$ cat src/rtl/mem_access_if.sv
// Data-memory request/acknowledge bus between the memory stage and data memory.
//   master (memory stage): drives dmem_req, dmem_we, dmem_addr, dmem_be, dmem_wdata;
//                          samples dmem_ack, dmem_rdata.
//   slave  (data memory):  the reverse.
// A request is held stable from the cycle dmem_req rises until the cycle dmem_ack
// is seen; dmem_rdata is valid in the ack cycle.
interface mem_access_if #(
    parameter int unsigned ADDR_W = 32,
    parameter int unsigned DATA_W = 32
);
    logic              dmem_req;
    logic              dmem_we;
    logic [ADDR_W-1:0] dmem_addr;
    logic [3:0]        dmem_be;
    logic [DATA_W-1:0] dmem_wdata;
    logic              dmem_ack;
    logic [DATA_W-1:0] dmem_rdata;

    modport master (
        output dmem_req, dmem_we, dmem_addr, dmem_be, dmem_wdata,
        input  dmem_ack, dmem_rdata
    );

    modport slave (
        input  dmem_req, dmem_we, dmem_addr, dmem_be, dmem_wdata,
        output dmem_ack, dmem_rdata
    );
endinterface

$ cat src/rtl/mem_access.sv
// Memory stage of the pipeline. Takes execute's result (ALU value or effective
// address), store data and rd; performs loads/stores over the dmem bus and emits
// one writeback record per instruction. Non-memory instructions pass through with
// one cycle of latency; memory ops stall upstream until dmem_ack.
//
// Ports:
//   clk, reset            clock (rising edge), asynchronous active-high reset
//   pipeline_in_valid     execute output valid; nop_instr_in marks a bubble
//   exception_in[_valid]  upstream exception code / present
//   opcode_in, funct      opcode[6:2] and funct3
//   result_in, store_data ALU result or effective address; rs2 for stores
//   rd_addr_in            destination register
//   flush_in              squash the instruction at the inputs (ignored while waiting)
//   stall_out             high for the whole memory wait, ack cycle included
//   dmem                  data-memory bus (master side)
//   pipeline_out_valid, wb_en, rd_addr_out, wb_data,
//   exception_out[_valid] writeback record
//
// Build option: define MEM_MISALIGN_EX_EN to trap misaligned half/word accesses
// (no request; exception code 4 for loads, 6 for stores). Without it the low
// address bits below the access size are ignored.
module mem_access #(
    parameter int unsigned ADDR_W     = 32,
    parameter int unsigned DATA_W     = 32,
    parameter int unsigned REG_ADDR_W = 5,
    parameter int unsigned EX_W       = 4
) (
    input  logic                  clk,
    input  logic                  reset,
    input  logic                  pipeline_in_valid,
    input  logic                  nop_instr_in,
    input  logic [EX_W-1:0]       exception_in,
    input  logic                  exception_in_valid,
    input  logic [4:0]            opcode_in,
    input  logic [2:0]            funct,
    input  logic [DATA_W-1:0]     result_in,
    input  logic [DATA_W-1:0]     store_data,
    input  logic [REG_ADDR_W-1:0] rd_addr_in,
    input  logic                  flush_in,
    output logic                  stall_out,
    mem_access_if.master          dmem,
    output logic                  pipeline_out_valid,
    output logic                  wb_en,
    output logic [REG_ADDR_W-1:0] rd_addr_out,
    output logic [DATA_W-1:0]     wb_data,
    output logic [EX_W-1:0]       exception_out,
    output logic                  exception_out_valid
);
    localparam logic [4:0] OP_LOAD  = 5'b00000;
    localparam logic [4:0] OP_STORE = 5'b01000;
`ifdef MEM_MISALIGN_EX_EN
    localparam logic [EX_W-1:0] EXC_LD_MISALIGN = EX_W'(4);
    localparam logic [EX_W-1:0] EXC_ST_MISALIGN = EX_W'(6);
`endif

    typedef enum logic       {S_IDLE, S_WAIT} state_t;
    typedef enum logic [1:0] {SZ_BYTE, SZ_HALF, SZ_WORD} size_t;

    state_t r_state, w_state_nxt;

    // Latched copy of the in-flight memory op
    logic [1:0]            r_lo,    w_lo_nxt;
    size_t                 r_size,  w_size_nxt;
    logic                  r_uns,   w_uns_nxt;
    logic                  r_store, w_store_nxt;
    logic [REG_ADDR_W-1:0] r_rd,    w_rd_nxt;

    // Registered outputs
    logic                  r_req,   w_req_nxt;
    logic                  r_we,    w_we_nxt;
    logic [ADDR_W-1:0]     r_addr,  w_addr_nxt;
    logic [3:0]            r_be,    w_be_nxt;
    logic [DATA_W-1:0]     r_wdata, w_wdata_nxt;
    logic                  r_valid, w_valid_nxt;
    logic                  r_wb_en, w_wb_en_nxt;
    logic [REG_ADDR_W-1:0] r_rd_out, w_rd_out_nxt;
    logic [DATA_W-1:0]     r_wb_data, w_wb_data_nxt;
    logic [EX_W-1:0]       r_exc,   w_exc_nxt;
    logic                  r_exc_v, w_exc_v_nxt;

    // Input decode
    logic              w_is_load, w_is_store, w_is_mem;
    size_t             w_size;
    logic [1:0]        w_lo;
    logic [3:0]        w_be;
    logic [DATA_W-1:0] w_wdata;
    logic              w_misalign;
    logic              w_accept, w_issue;

    assign w_is_load  = (opcode_in == OP_LOAD);
    assign w_is_store = (opcode_in == OP_STORE);
    assign w_is_mem   = w_is_load | w_is_store;
    assign w_lo       = result_in[1:0];

    // Unsupported funct3 encodings fall back to word size
    assign w_size = w_is_store ? ((funct == 3'b000) ? SZ_BYTE :
                                  (funct == 3'b001) ? SZ_HALF : SZ_WORD)
                               : ((funct[1:0] == 2'b00) ? SZ_BYTE :
                                  (funct[1:0] == 2'b01) ? SZ_HALF : SZ_WORD);

    always_comb begin
        w_be    = 4'b1111;
        w_wdata = store_data;
        case (w_size)
            SZ_BYTE: begin
                w_be    = 4'b0001 << w_lo;
                w_wdata = {4{store_data[7:0]}};
            end
            SZ_HALF: begin
                w_be    = w_lo[1] ? 4'b1100 : 4'b0011;
                w_wdata = {2{store_data[15:0]}};
            end
            default: ;
        endcase
    end

`ifdef MEM_MISALIGN_EX_EN
    assign w_misalign = ((w_size == SZ_HALF) && w_lo[0]) ||
                        ((w_size == SZ_WORD) && (w_lo != 2'b00));
`else
    assign w_misalign = 1'b0;
`endif

    assign w_accept = (r_state == S_IDLE) && pipeline_in_valid && !flush_in;
    assign w_issue  = w_accept && w_is_mem && !nop_instr_in && !exception_in_valid
                      && !w_misalign;

    // Load data alignment from the latched op
    logic [1:0]        w_off;
    logic [DATA_W-1:0] w_shifted;
    logic [DATA_W-1:0] w_load_data;

    assign w_off     = (r_size == SZ_BYTE) ? r_lo :
                       (r_size == SZ_HALF) ? {r_lo[1], 1'b0} : 2'b00;
    assign w_shifted = dmem.dmem_rdata >> {w_off, 3'b000};

    always_comb begin
        w_load_data = w_shifted;
        case (r_size)
            SZ_BYTE: w_load_data = {{24{!r_uns & w_shifted[7]}},  w_shifted[7:0]};
            SZ_HALF: w_load_data = {{16{!r_uns & w_shifted[15]}}, w_shifted[15:0]};
            default: ;
        endcase
    end

    // State and output registers
    always_ff @(posedge clk or posedge reset) begin
        if (reset) begin
            r_state   <= S_IDLE;
            r_lo      <= '0;
            r_size    <= SZ_BYTE;
            r_uns     <= 1'b0;
            r_store   <= 1'b0;
            r_rd      <= '0;
            r_req     <= 1'b0;
            r_we      <= 1'b0;
            r_addr    <= '0;
            r_be      <= '0;
            r_wdata   <= '0;
            r_valid   <= 1'b0;
            r_wb_en   <= 1'b0;
            r_rd_out  <= '0;
            r_wb_data <= '0;
            r_exc     <= '0;
            r_exc_v   <= 1'b0;
        end else begin
            r_state   <= w_state_nxt;
            r_lo      <= w_lo_nxt;
            r_size    <= w_size_nxt;
            r_uns     <= w_uns_nxt;
            r_store   <= w_store_nxt;
            r_rd      <= w_rd_nxt;
            r_req     <= w_req_nxt;
            r_we      <= w_we_nxt;
            r_addr    <= w_addr_nxt;
            r_be      <= w_be_nxt;
            r_wdata   <= w_wdata_nxt;
            r_valid   <= w_valid_nxt;
            r_wb_en   <= w_wb_en_nxt;
            r_rd_out  <= w_rd_out_nxt;
            r_wb_data <= w_wb_data_nxt;
            r_exc     <= w_exc_nxt;
            r_exc_v   <= w_exc_v_nxt;
        end
    end

    // Next state
    always_comb begin
        w_state_nxt = r_state;
        case (r_state)
            S_IDLE:  if (w_issue) w_state_nxt = S_WAIT;
            S_WAIT:  if (dmem.dmem_ack) w_state_nxt = S_IDLE;
            default: w_state_nxt = S_IDLE;
        endcase
    end

    // Next values of latched op and outputs
    always_comb begin
        w_lo_nxt      = r_lo;
        w_size_nxt    = r_size;
        w_uns_nxt     = r_uns;
        w_store_nxt   = r_store;
        w_rd_nxt      = r_rd;
        w_req_nxt     = r_req;
        w_we_nxt      = r_we;
        w_addr_nxt    = r_addr;
        w_be_nxt      = r_be;
        w_wdata_nxt   = r_wdata;
        w_valid_nxt   = 1'b0;
        w_wb_en_nxt   = 1'b0;
        w_rd_out_nxt  = r_rd_out;
        w_wb_data_nxt = r_wb_data;
        w_exc_nxt     = r_exc;
        w_exc_v_nxt   = 1'b0;
        case (r_state)
            S_IDLE: begin
                if (w_issue) begin
                    w_lo_nxt    = w_lo;
                    w_size_nxt  = w_size;
                    w_uns_nxt   = funct[2];
                    w_store_nxt = w_is_store;
                    w_rd_nxt    = rd_addr_in;
                    w_req_nxt   = 1'b1;
                    w_we_nxt    = w_is_store;
                    w_addr_nxt  = {result_in[ADDR_W-1:2], 2'b00};
                    w_be_nxt    = w_be;
                    w_wdata_nxt = w_wdata;
                end else if (w_accept) begin
                    w_valid_nxt   = 1'b1;
                    w_rd_out_nxt  = rd_addr_in;
                    w_wb_data_nxt = result_in;
                    w_exc_nxt     = exception_in;
                    w_exc_v_nxt   = exception_in_valid;
                    w_wb_en_nxt   = !nop_instr_in && !exception_in_valid && !w_is_store
                                    && (rd_addr_in != '0);
`ifdef MEM_MISALIGN_EX_EN
                    if (w_is_mem && !nop_instr_in && !exception_in_valid && w_misalign) begin
                        w_exc_v_nxt = 1'b1;
                        w_exc_nxt   = w_is_store ? EXC_ST_MISALIGN : EXC_LD_MISALIGN;
                        w_wb_en_nxt = 1'b0;
                    end
`endif
                end
            end
            S_WAIT: begin
                if (dmem.dmem_ack) begin
                    w_req_nxt    = 1'b0;
                    w_valid_nxt  = 1'b1;
                    w_rd_out_nxt = r_rd;
                    w_wb_en_nxt  = !r_store && (r_rd != '0);
                    if (!r_store) w_wb_data_nxt = w_load_data;
                end
            end
            default: ;
        endcase
    end

    assign stall_out           = (r_state == S_WAIT);
    assign dmem.dmem_req       = r_req;
    assign dmem.dmem_we        = r_we;
    assign dmem.dmem_addr      = r_addr;
    assign dmem.dmem_be        = r_be;
    assign dmem.dmem_wdata     = r_wdata;
    assign pipeline_out_valid  = r_valid;
    assign wb_en               = r_wb_en;
    assign rd_addr_out         = r_rd_out;
    assign wb_data             = r_wb_data;
    assign exception_out       = r_exc;
    assign exception_out_valid = r_exc_v;
endmodule

$ cat src/flat_wrapper.sv
// flat-port wrapper written by rule: the top's interface ports become plain ports
module mem_access_flat 
#(
    parameter int unsigned ADDR_W     = 32,
    parameter int unsigned DATA_W     = 32,
    parameter int unsigned REG_ADDR_W = 5,
    parameter int unsigned EX_W       = 4
)
  (clk, reset, pipeline_in_valid, nop_instr_in, exception_in, exception_in_valid, opcode_in, funct, result_in, store_data, rd_addr_in, flush_in, stall_out, pipeline_out_valid, wb_en, rd_addr_out, wb_data, exception_out, exception_out_valid, dmem_dmem_req, dmem_dmem_we, dmem_dmem_addr, dmem_dmem_be, dmem_dmem_wdata, dmem_dmem_ack, dmem_dmem_rdata);
  mem_access_if #(.ADDR_W(ADDR_W), .DATA_W(DATA_W)) dmem_i ();
  input  logic clk;
  input  logic reset;
  input  logic pipeline_in_valid;
  input  logic nop_instr_in;
  input  logic [EX_W-1:0] exception_in;
  input  logic exception_in_valid;
  input  logic [4:0] opcode_in;
  input  logic [2:0] funct;
  input  logic [DATA_W-1:0] result_in;
  input  logic [DATA_W-1:0] store_data;
  input  logic [REG_ADDR_W-1:0] rd_addr_in;
  input  logic flush_in;
  output logic stall_out;
  output logic pipeline_out_valid;
  output logic wb_en;
  output logic [REG_ADDR_W-1:0] rd_addr_out;
  output logic [DATA_W-1:0] wb_data;
  output logic [EX_W-1:0] exception_out;
  output logic exception_out_valid;
  output wire logic [$bits(dmem_i.dmem_req)-1:0] dmem_dmem_req;
  output wire logic [$bits(dmem_i.dmem_we)-1:0] dmem_dmem_we;
  output wire logic [$bits(dmem_i.dmem_addr)-1:0] dmem_dmem_addr;
  output wire logic [$bits(dmem_i.dmem_be)-1:0] dmem_dmem_be;
  output wire logic [$bits(dmem_i.dmem_wdata)-1:0] dmem_dmem_wdata;
  input wire logic [$bits(dmem_i.dmem_ack)-1:0] dmem_dmem_ack;
  input wire logic [$bits(dmem_i.dmem_rdata)-1:0] dmem_dmem_rdata;
  assign dmem_dmem_req = dmem_i.dmem_req;
  assign dmem_dmem_we = dmem_i.dmem_we;
  assign dmem_dmem_addr = dmem_i.dmem_addr;
  assign dmem_dmem_be = dmem_i.dmem_be;
  assign dmem_dmem_wdata = dmem_i.dmem_wdata;
  assign dmem_i.dmem_ack = dmem_dmem_ack;
  assign dmem_i.dmem_rdata = dmem_dmem_rdata;
  mem_access #(.ADDR_W(ADDR_W), .DATA_W(DATA_W), .REG_ADDR_W(REG_ADDR_W), .EX_W(EX_W)) u_core (.clk(clk), .reset(reset), .pipeline_in_valid(pipeline_in_valid), .nop_instr_in(nop_instr_in), .exception_in(exception_in), .exception_in_valid(exception_in_valid), .opcode_in(opcode_in), .funct(funct), .result_in(result_in), .store_data(store_data), .rd_addr_in(rd_addr_in), .flush_in(flush_in), .stall_out(stall_out), .dmem(dmem_i), .pipeline_out_valid(pipeline_out_valid), .wb_en(wb_en), .rd_addr_out(rd_addr_out), .wb_data(wb_data), .exception_out(exception_out), .exception_out_valid(exception_out_valid));
endmodule
$ cat config.mk
export PLATFORM = sky130hd
export DESIGN_NAME = mem_access_flat
export DESIGN_NICKNAME = d
export VERILOG_FILES = /design/src/rtl/mem_access_if.sv /design/src/rtl/mem_access.sv /design/src/flat_wrapper.sv
export SDC_FILE = /design/constraint.sdc
export NUM_CORES = 1
export LEC_CHECK = 0
export CAP_MARGIN = 10
export CORE_MARGIN = 2
export CORE_UTILIZATION = 47
export CTS_BUF_LIST = sky130_fd_sc_hd__clkbuf_16
export CTS_CLUSTER_DIAMETER = 60
export DETAILED_ROUTE_END_ITERATION = 10
export PLACE_DENSITY = 0.95
export REMOVE_ABC_BUFFERS = 1
export SLEW_MARGIN = 20
export SYNTH_ARGS = -nofsm -noshare
export SYNTH_HDL_FRONTEND = slang
export SYNTH_SLANG_ARGS = --single-unit
$ cat constraint.sdc
create_clock -name clk -period 7.8 [get_ports clk]
set_input_delay 1.56 -clock clk [delete_from_list [all_inputs] [get_ports clk]]
set_output_delay 1.56 -clock clk [all_outputs]
set_load 0.05 [all_outputs]
==> metrics.txt, run 1 <==
post-synthesis sequential area ratio=0.535; PD cells=240 mW/mm^2; initial DRC count=between 300 and 400; Tot GR Track Use=0.273; Clock Skew=11.0 ps; GR Overflow Total=0; CP bufs+invs=1; Worst Slack Setup Final=3880 ps; clock latency on the worst-skew pair=410 ps; IO Pins=235; Slew Limit Fails=0; syn_area_per_cell=10.9 sq um; Post-CTS Setup Inserts=0; Via density=about 5.7; IO buf count=around 230; Worst-Margin Slew=about 950 ps; Synth Cell Area=approximately 0.0058 sq mm; Syn. warnings=0; crit path time final=3920 ps; clock transition at the registers of the reported paths=60 ps; Core Util, Final=0.732; DR pass1 iterations=5; initial antenna violation count=0; final hold violations=0; final wirelength=17600 um; #FFs+latches synth=123; Max FO, Critical Path=31; Worst Path Required=about 8000 ps; Area Growth Syn to Fin=52.2%; vias in the first global route=approximately 5300; Max Fclk=~260 MHz; maximum VDD drop=roughly 0.00014 V; gpl congestion=0.858; setup TNS=0 ps; Startpoint Class=input pin; DIE HEIGHT=115 um; DP Wirelength=12600 um; cell row count=40; drt drc=0; Setup Crit Path Kind=input pin to register; status=completed; final worst-path cycle share=0.502; RSZ-0062 raised after global routing=no; unique cell type count in the Yosys netlist=36; ANT cells=0; root buffer cell=clkbuf_16; largest net degree at the start of global routing=109; die area=0.0131 sq mm; share of post-route cells with drive strength above 1=0.139; CTS resizes=0; Max-Cap Viols=0; initial core utilization=0.481; max_slew headroom=0.367; crit path DAT=4160 ps; Static Leak=3.72 nW; Crit-path slowest cell=nor2b_1; Crit path max-delay family=simple AND/OR/NAND/NOR gates; crit path cell chain=clkdlybuf4s50_1, nor4_2, a31oi_4, nor2b_1, mux2i_1, o21ai_0; Die X=115 um; Clock Path Buffers=2; CP peak stage delay=840 ps; worst hold-check path type=register to register; pre-CTS worst setup slack=3320 ps; post-DR wirelength/cell=19.5 um; Core Region=0.0120 sq mm; Antenna Nets Post-Route=0; via count=between 5000 and 6000; Nets=about 870; Final setup viols=0; CTS Sinks=123; first-pass GRT wire length=~27000 um; Inserted Clock Buffers=17; Syn Inst Count=528; CTS H-tree lvls=4; cts hold-fix bufs=0; CTS tree=done; endpoint class of the critical path=register
placed cells by master, fill, tap and decap left out, types with 3 or more instances in the layout:
cell type / count
mux4_2: 7
buf_4: 3
o221ai_1: 3
o22ai_1: 16
clkinv_4: 3
inv_1: 9
a31oi_1: 8
a21oi_1: 28
dfrtp_1: 123
nand2_1: 55
a22oi_1: 5
nand3b_1: 8
mux2_2: 53
nor2b_1: 4
o21ai_0: 81
nor2_1: 27
mux2i_1: 36
clkbuf_16: 17
clkinvlp_4: 4
clkdlybuf4s50_1: 232
a21o_1: 4
routing by layer:
layer | up-vias | global-route usage | routed length (um) | part of all wire
li1 | 2327 | - | - | -
met1 | 2492 | 0.308 | 6610 | 0.38
met2 | 296 | 0.467 | 8710 | 0.49
met3 | 58 | 0.0799 | 1590 | 0.090
met4 | 0 | 0.146 | 696 | 0.040
met5 | - | 0 | 0 | 0
cell families after synthesis:
logic type,count (synthesis),share of synthesized area
compound gates,150,0.146
flops,123,0.535
simple gates,108,0.0866
mux,96,0.194
buf+inv,50,0.0374
other cells,1,0.000652
stage by stage:
stage / total power, mW / hold slack [ps] / instances / cell area, sq um
floorplan: 1.10 / 484 / 489 / 5580
global placement: 1.33 / 461 / 873 / 8150
detailed placement: 1.35 / 472 / 873 / 8150
CTS: 2.12 / 482 / 905 / 8730
global route: 2.18 / 510 / 905 / 8750
finish: 2.10 / 480 / 905 / 8750
flip-flops by register name, summed over array words and instances (netlist names):
signal and cells:
u_core.r_rd 5, u_core.pipeline_out_valid 1, u_core.exception_out 4, u_core.wb_data 32, u_core.exception_out_valid 1, u_core.r_size 2, u_core.wb_en 1, u_core.r_lo 2
u_core.r_uns 1, u_core.dmem.dmem_wdata 32, u_core.dmem.dmem_addr 30, u_core.dmem.dmem_req 1, u_core.dmem.dmem_be 4, u_core.r_store 1, u_core.rd_addr_out 5, u_core.stall_out 1
worst paths after layout:
kind,startpoint,cells past startpoint,endpoint,slack [ps]
setup / recovery,opcode_in[1],6,u_core.dmem.dmem_wdata[15]$_DFFE_PP0P_,3880
hold / removal,u_core.wb_data[7]$_DFFE_PP0P_,2,u_core.wb_data[7]$_DFFE_PP0P_,480
setup reg to reg,u_core.r_size[0]$_DFFE_PP0P_,5,u_core.wb_data[30]$_DFFE_PP0P_,5140
hold reg to reg,u_core.wb_data[7]$_DFFE_PP0P_,2,u_core.wb_data[7]$_DFFE_PP0P_,480
max in group asynchronous,reset,3,u_core.dmem.dmem_addr[15]$_DFFE_PP0P_,5150
min in group asynchronous,reset,2,u_core.dmem.dmem_wdata[19]$_DFFE_PP0P_,1530
worst register-to-register path: stages (launching register included):
cell and delay, ps:
dfrtp_1 550, nor2b_1 250, mux2_2 350, a221o_1 420, a211oi_4 710, o22ai_1 220
Yosys cell counts:
cell	count	area, sq um
mux4_2	7	158
a22oi_1	5	37.5
nand3b_1	8	60.1
o221ai_1	3	26.3
a21o_1	4	30.0
a221o_1	1	10.0
nor3b_1	1	7.51
o31ai_1	1	7.51
dfrtp_1	123	3080
nor2_1	28	105
nor4_2	1	12.5
inv_1	9	33.8
clkbuf_1	26	97.6
nor3_1	1	5.00
a211oi_4	1	20.0
a21oi_1	28	140
buf_1	1	3.75
nor2b_1	5	31.3
o22ai_1	16	100
clkinv_1	1	3.75
or4_1	2	15.0
buf_6	1	11.3
conb_1	1	3.75
buf_2	10	50.1
nand3_1	1	5.00
and2_1	1	6.26
buf_4	2	15.0
a31oi_1	9	56.3
nand2_1	55	206
o21ai_0	81	405
mux2i_1	36	360
mux2_2	53	597
nor3b_2	2	25.0
a21boi_1	1	7.51
or2_2	1	6.26
nand2b_1	2	12.5
power by group:
group          switching (mW)  leakage [nW]  internal [mW]
Combinational           0.371          1.87          0.224
Clock                   0.290         0.274          0.469
Sequential             0.0429          1.58          0.706
Total                   0.703          3.72           1.40
cell type report:
cell class                 count  area, sq um
inverter                      10         40.0
clock buffer                  17          425
fill                         773         3210
multi-input combinational    356         2500
timing repair buffer         237         2370
clock inverter                15          151
tap                          147          184
sequential                   123         3080
No activity file was read; power rests on OpenSTA's default activity.
==> run 2: changes to the inputs <==
- CORE_UTILIZATION: 47 -> 43
- PLACE_DENSITY: 0.95 -> 0.9
- clock period: 7.8 -> 4 ns (I/O delays scaled with it)
==> run 2 against run 1 <==
Compared with the run above:
- clock power up 120%
- sequential share of layout area down 0.56 points
- critical path depth up 1
- cell area up 1.6%
- clock-buffer cell count unchanged
- utilization down 5.5 points
- hold slack worse by 2.6 ps
- die area up 9.0%
- combinational power up 97%
- first-iteration DRC count down 14%
- non-clock buffer count up 8
- sequential power up 95%
- critical path type unchanged
==> metrics.txt, run 2 (same netlist as run 1, synthesis figures left out) <==
final wirelength=17800 um (+1.2%); Register Area=0.00308 sq mm (unchanged); CTS Sinks=123 (unchanged); RR Startpoint=u_core.stall_out$_DFF_PP0_; Reg-to-Reg End=u_core.wb_data[7]$_DFFE_PP0P_; final cell count without fillers=942 (+4.1%); placed cell count=910 (+4.2%); clock transition at the registers of the reported paths=50 ps (about the same); Tot GR Track Use=0.256 (-0.0172); ANT cells=0 (unchanged); Clk pwr share=0.384 (+0.023); endpoint class of the critical path=register; IO buf count=232 (unchanged); cts hold-fix bufs=0 (unchanged); GR Overflow Total=0 (unchanged); crit path launch=opcode_in[1]; root buffer cell=clkbuf_16; DIE HEIGHT=120 um (+4.4%); commonest non-fill, non-tap cells in the layout=clkdlybuf4s50_1, dfrtp_1, o21ai_0; Slew Limit Fails=0 (unchanged); Nets=873 (+0.92%); Worst Setup EP=u_core.wb_data[9]$_DFFE_PP0P_; RSZ-0062 raised after global routing=no; Max-Cap Viols=0 (unchanged); die area=0.0143 sq mm (+9.0%); final worst-path cycle share=0.717; Post-CTS Setup Inserts=0 (unchanged); Cell Int Power=2.91 mW (+110%); Via density=5.49 (-3.9%); DR pass1 iterations=5 (unchanged); initial antenna violation count=0 (unchanged); via count=5173 (unchanged); Max Fclk=349 MHz; Max FO, Critical Path=33 (+6.5%); length in cells of the worst reg-to-reg path=7 (+2); pre-CTS worst setup slack=725 ps (-2590 ps); vias in the first global route=5381 (+1.7%); Logic pwr share=0.274 (-0.009); CTS resizes=0 (unchanged); status=completed; Worst Path Required=4250 ps (-3800 ps); IO Pins=235 (unchanged); PD cells=480 mW/mm^2 (+100%); post-DR wirelength/cell=18.9 um (-2.8%); Startpoint Class=input pin; Inserted Clock Buffers=17 (unchanged); reg2reg setup slack=1430 ps (-3710 ps); Static Leak=3.79 nW (+1.7%); CTS tree=done; crit path DAT=3120 ps (-1040 ps); Final setup viols=0 (unchanged); commonest non-fill, non-tap cell in the layout=clkdlybuf4s50_1; Die X=120 um (+4.4%); number of fill cells=947 (+23%); initial core utilization=0.438 (-0.0430); worst hold-check path type=register to register; clock latency on the worst-skew pair=420 ps (about the same); Antenna Nets Post-Route=0 (unchanged); Psw=1.35 mW (+93%); Core Region=0.0131 sq mm (+9.8%); first-pass GRT wire length=28400 um (+3.9%); Area Growth Syn to Fin=54.6%; setup TNS=0 ps (unchanged); maximum VDD drop=0.000308 V (+110%); crit path time final=2870 ps; share of post-route cells with drive strength above 1=0.144 (+0.00508); max_slew headroom=0.338 (-0.0285); hold slack final=478 ps (-2.58 ps); Sequential Power Share=0.342 (-0.014); DP Wirelength=13000 um (+3.1%); Worst Slack Setup Final=1130 ps (-2750 ps); Clock Path Buffers=2 (unchanged); largest net degree at the start of global routing=61 (-44%); Worst-Margin Slew=990 ps (+42.6 ps); gpl congestion=0.827 (-3.6%); Multi-input gate area=0.00249 sq mm (-0.55%); Clock Skew=14.0 ps (+3.06 ps); Net Sw Frac=0.318 (-0.0169); initial DRC count=337 (-14%); drt drc=0 (unchanged); Setup Crit Path Kind=input pin to register; Core Util, Final=0.677 (-0.0547); cell row count=42 (+5.0%); CTS H-tree lvls=4 (unchanged); final hold violations=0 (unchanged)
==> run 2: cell types whose count changed in the layout (fill, tap and decap cells not counted), sizes merged <==
cell	change
inv	-2
bufinv	+3
buf	+8
clkinv	-1
==> run 2: per-stage QoR <==
step / area, sq um / power [mW]
floorplan: 5580 / 2.15
global placement: 8260 / 2.61
detailed placement: 8260 / 2.64
CTS: 8890 / 4.30
global route: 8890 / 4.42
finish: 8890 / 4.26
==> run 2: layer usage <==
metal,GRT usage,share of wire
met4,0.113,0.029
met3,0.0808,0.080
met2,0.442,0.51
met5,0,0
met1,0.291,0.38
==> run 2: layout make-up <==
| cell class | count | area share |
|---|---|---|
| inverters | 10 | 0.00450 |
| well taps | 176 | 0.0248 |
| flip-flops and latches | 123 | 0.346 |
| clock inverters | 15 | 0.0231 |
| clock buffers | 17 | 0.0478 |
| multi-input cells | 356 | 0.280 |
| repair buffers | 245 | 0.274 |
==> run 2: worst max-delay path: stages <==
cell and delay (ps):
clkdlybuf4s50_1 430, nor4_2 670, a21boi_1 150, buf_4 220, or2_2 520, o21ai_0 260, a31oi_1 60
==> run 2: power by group through the flow <==
stage	clock (mW)	sequential (mW)	combinational, mW
2_1_floorplan	0	1.90	0.241
3_3_place_gp	0	1.47	1.14
3_5_place_dp	0	1.48	1.16
4_1_cts	1.67	1.46	1.17
5_1_grt	1.72	1.48	1.22
6_report	1.64	1.46	1.17
==> run 2: how the worst min path moves through the flow <==
| stage | to | start | slack [ps] | cells past startpoint |
|---|---|---|---|---|
| 2_1_floorplan | u_core.r_lo[0]$_DFFE_PP0P_ | u_core.r_lo[0]$_DFFE_PP0P_ | 480 | 1 |
| 3_3_place_gp | u_core.dmem.dmem_wdata[26]$_DFFE_PP0P_ | u_core.dmem.dmem_wdata[26]$_DFFE_PP0P_ | 460 | 2 |
| 3_5_place_dp | u_core.dmem.dmem_be[3]$_DFFE_PP0P_ | u_core.dmem.dmem_be[3]$_DFFE_PP0P_ | 470 | 1 |
| 4_1_cts | u_core.dmem.dmem_be[2]$_DFFE_PP0P_ | u_core.dmem.dmem_be[2]$_DFFE_PP0P_ | 490 | 1 |
| 5_1_grt | u_core.dmem.dmem_wdata[26]$_DFFE_PP0P_ | u_core.dmem.dmem_wdata[26]$_DFFE_PP0P_ | 500 | 2 |
| 6_report | u_core.dmem.dmem_be[2]$_DFFE_PP0P_ | u_core.dmem.dmem_be[2]$_DFFE_PP0P_ | 480 | 1 |
==> run 3: changes to the inputs <==
- clock period: 4 -> 2.8 ns (I/O delays scaled with it)
==> run 3 against run 2 <==
Compared with the run above:
- clock-buffer cell count stayed put
- hold slack got worse by 93 ps
- clock power rose by 17%
- clock skew shrank 3.3 ps
- largest cell class unchanged
- total power is 33% higher
- critical path type unchanged
- die area stayed put
- worst setup slack got worse by 640 ps
==> metrics.txt, run 3 (same netlist as run 1, synthesis figures left out) <==
status=completed; Core Region=0.0131 sq mm (unchanged); pre-CTS worst setup slack=76.2 ps (-649 ps); Slew Limit Fails=0 (unchanged); CTS tree=done; number of fill cells=951 (+0.42%); Net Sw Frac=0.332 (+0.0142); length in cells of the worst reg-to-reg path=6 (-1); RSZ-0062 raised after global routing=no; Cell Int Power=3.79 mW (+30%); reg2reg setup slack=670 ps (-760 ps); maximum VDD drop=0.000344 V (+12%); drt drc=0 (unchanged); DIE HEIGHT=120 um (unchanged); Clock Path Buffers=2 (unchanged); IO buf count=232 (unchanged); Max-Cap Viols=0 (unchanged); Die X=120 um (unchanged); Inserted Clock Buffers=17 (unchanged); Psw=1.88 mW (+39%); worst hold-check path type=input pin to async pin; initial antenna violation count=0 (unchanged); initial DRC count=287 (-15%); Max Fclk=433 MHz; CTS resizes=0 (unchanged); final wirelength=17600 um (-1.4%); Power Total=5.67 mW (+33%); post-DR wirelength/cell=18.6 um (-1.7%); endpoint class of the critical path=register; CTS Sinks=123 (unchanged); ANT cells=0 (unchanged); Setup Crit Path Kind=input pin to register; Crit-path slowest cell=or2_2; RR Startpoint=u_core.r_size[1]$_DFFE_PP0P_; via count=5144 (-0.56%); Clock Skew=10.8 ps (-3.25 ps); share of post-route cells with drive strength above 1=0.144 (+0.000740); fin area=0.00886 sq mm (-0.41%); crit path cell chain=clkdlybuf4s50_1, nor4_2, buf_4, a21boi_1, or2_2, o21ai_0, a31oi_1; vias in the first global route=5439 (+1.1%); PD cells=640 mW/mm^2 (+34%); Worst-Margin Slew=979 ps (-11.3 ps); crit path time final=2310 ps; Area after DPL=0.00834 sq mm (+0.94%); Reg-to-Reg End=u_core.wb_data[29]$_DFFE_PP0P_; IO Pins=235 (unchanged); largest net degree at the start of global routing=63 (+3.3%); cell row count=42 (unchanged); CTS H-tree lvls=4 (unchanged); commonest non-fill, non-tap cells in the layout=clkdlybuf4s50_1, dfrtp_1, o21ai_0; Post-CTS Setup Inserts=0 (unchanged); Tot GR Track Use=0.255 (-0.000751); clock latency on the worst-skew pair=410 ps (about the same); Worst Path Required=3060 ps (-1190 ps); Logic pwr share=0.295 (+0.021); Clk pwr share=0.338 (-0.046); DP Wirelength=13000 um (-0.27%); max_slew headroom=0.346 (+0.00757); Multi-input gate area=0.00249 sq mm (unchanged); Startpoint Class=input pin; CP bufs+invs=2 (unchanged); GR Overflow Total=0 (unchanged); DR pass1 iterations=5 (unchanged); final hold violations=0 (unchanged); first-pass GRT wire length=28200 um (-0.75%); final worst-path cycle share=0.825; Nets=877 (+0.46%); Via density=5.44 (-0.88%); Register Area=0.00308 sq mm (unchanged); Max FO, Critical Path=33 (unchanged); Worst Slack Setup Final=491 ps (-641 ps); commonest non-fill, non-tap cell in the layout=clkdlybuf4s50_1; crit path DAT=2570 ps (-550 ps); gpl congestion=0.817 (-1.2%); Final setup viols=0 (unchanged); CP peak stage delay=530 ps (-140 ps); die area=0.0143 sq mm (unchanged); Sequential Power Share=0.368 (+0.026); root buffer cell=clkbuf_16; Area Growth Syn to Fin=54.0%; cts hold-fix bufs=0 (unchanged); initial core utilization=0.438 (unchanged); Static Leak=3.79 nW (+0.25%); clock transition at the registers of the reported paths=50 ps (about the same); Antenna Nets Post-Route=0 (unchanged); Crit path max-delay family=simple AND/OR/NAND/NOR gates
-- run 3: worst register-to-register path: cells and delay by family (launching register included) --
| kind | cells | cell delay (ps) |
|---|---|---|
| and+or+nand+nor | 1 | 100 |
| buffers and inverters | 2 | 470 |
| AOI/OAI and AO/OA | 3 | 740 |
| DFF | 1 | 700 |
-- run 3: worst max-delay path by stage --
stage	startpoint	to	slack, ps	depth (start not counted)
floorplan	u_core.stall_out$_DFF_PP0_	u_core.dmem.dmem_addr[10]$_DFFE_PP0P_	-1400	3
global placement	opcode_in[4]	u_core.dmem.dmem_wdata[3]$_DFFE_PP0P_	120	6
detailed placement	opcode_in[1]	u_core.wb_data[12]$_DFFE_PP0P_	80	7
CTS	opcode_in[1]	u_core.wb_data[12]$_DFFE_PP0P_	510	7
global route	opcode_in[1]	u_core.wb_data[15]$_DFFE_PP0P_	360	7
finish	opcode_in[1]	u_core.wb_data[11]$_DFFE_PP0P_	490	7
-- run 3: layer usage --
layer | track usage | wire [um]
met5 | 0 | 0
met4 | 0.107 | 506
met3 | 0.0741 | 1310
met2 | 0.441 | 8960
met1 | 0.296 | 6790
-- run 3: power by group through the flow --
stage	clock, mW	sequential, mW	combinational [mW]
after floorplan	0	2.72	0.344
after global placement	0	2.10	1.64
after detailed placement	0	2.11	1.67
after CTS	1.95	2.08	1.68
after global routing	2.04	2.11	1.75
final	1.92	2.08	1.67
-- run 3: layout make-up --
type,instances,area share
clock buffers,17,0.0480
inverters,10,0.00452
flip-flops and latches,123,0.348
well taps,176,0.0249
repair buffers,249,0.283
multi-input cells,356,0.281
clock inverters,14,0.0103
-- run 3: through the flow --
step	utilization	std cells	setup TNS (ps)	hold slack, ps
floorplan	-	489	-228020	484
global placement	0.635	914	0	461
detailed placement	0.635	914	0	464
CTS	0.674	945	0	368
global route	0.674	945	0	386
finish	0.674	945	0	385
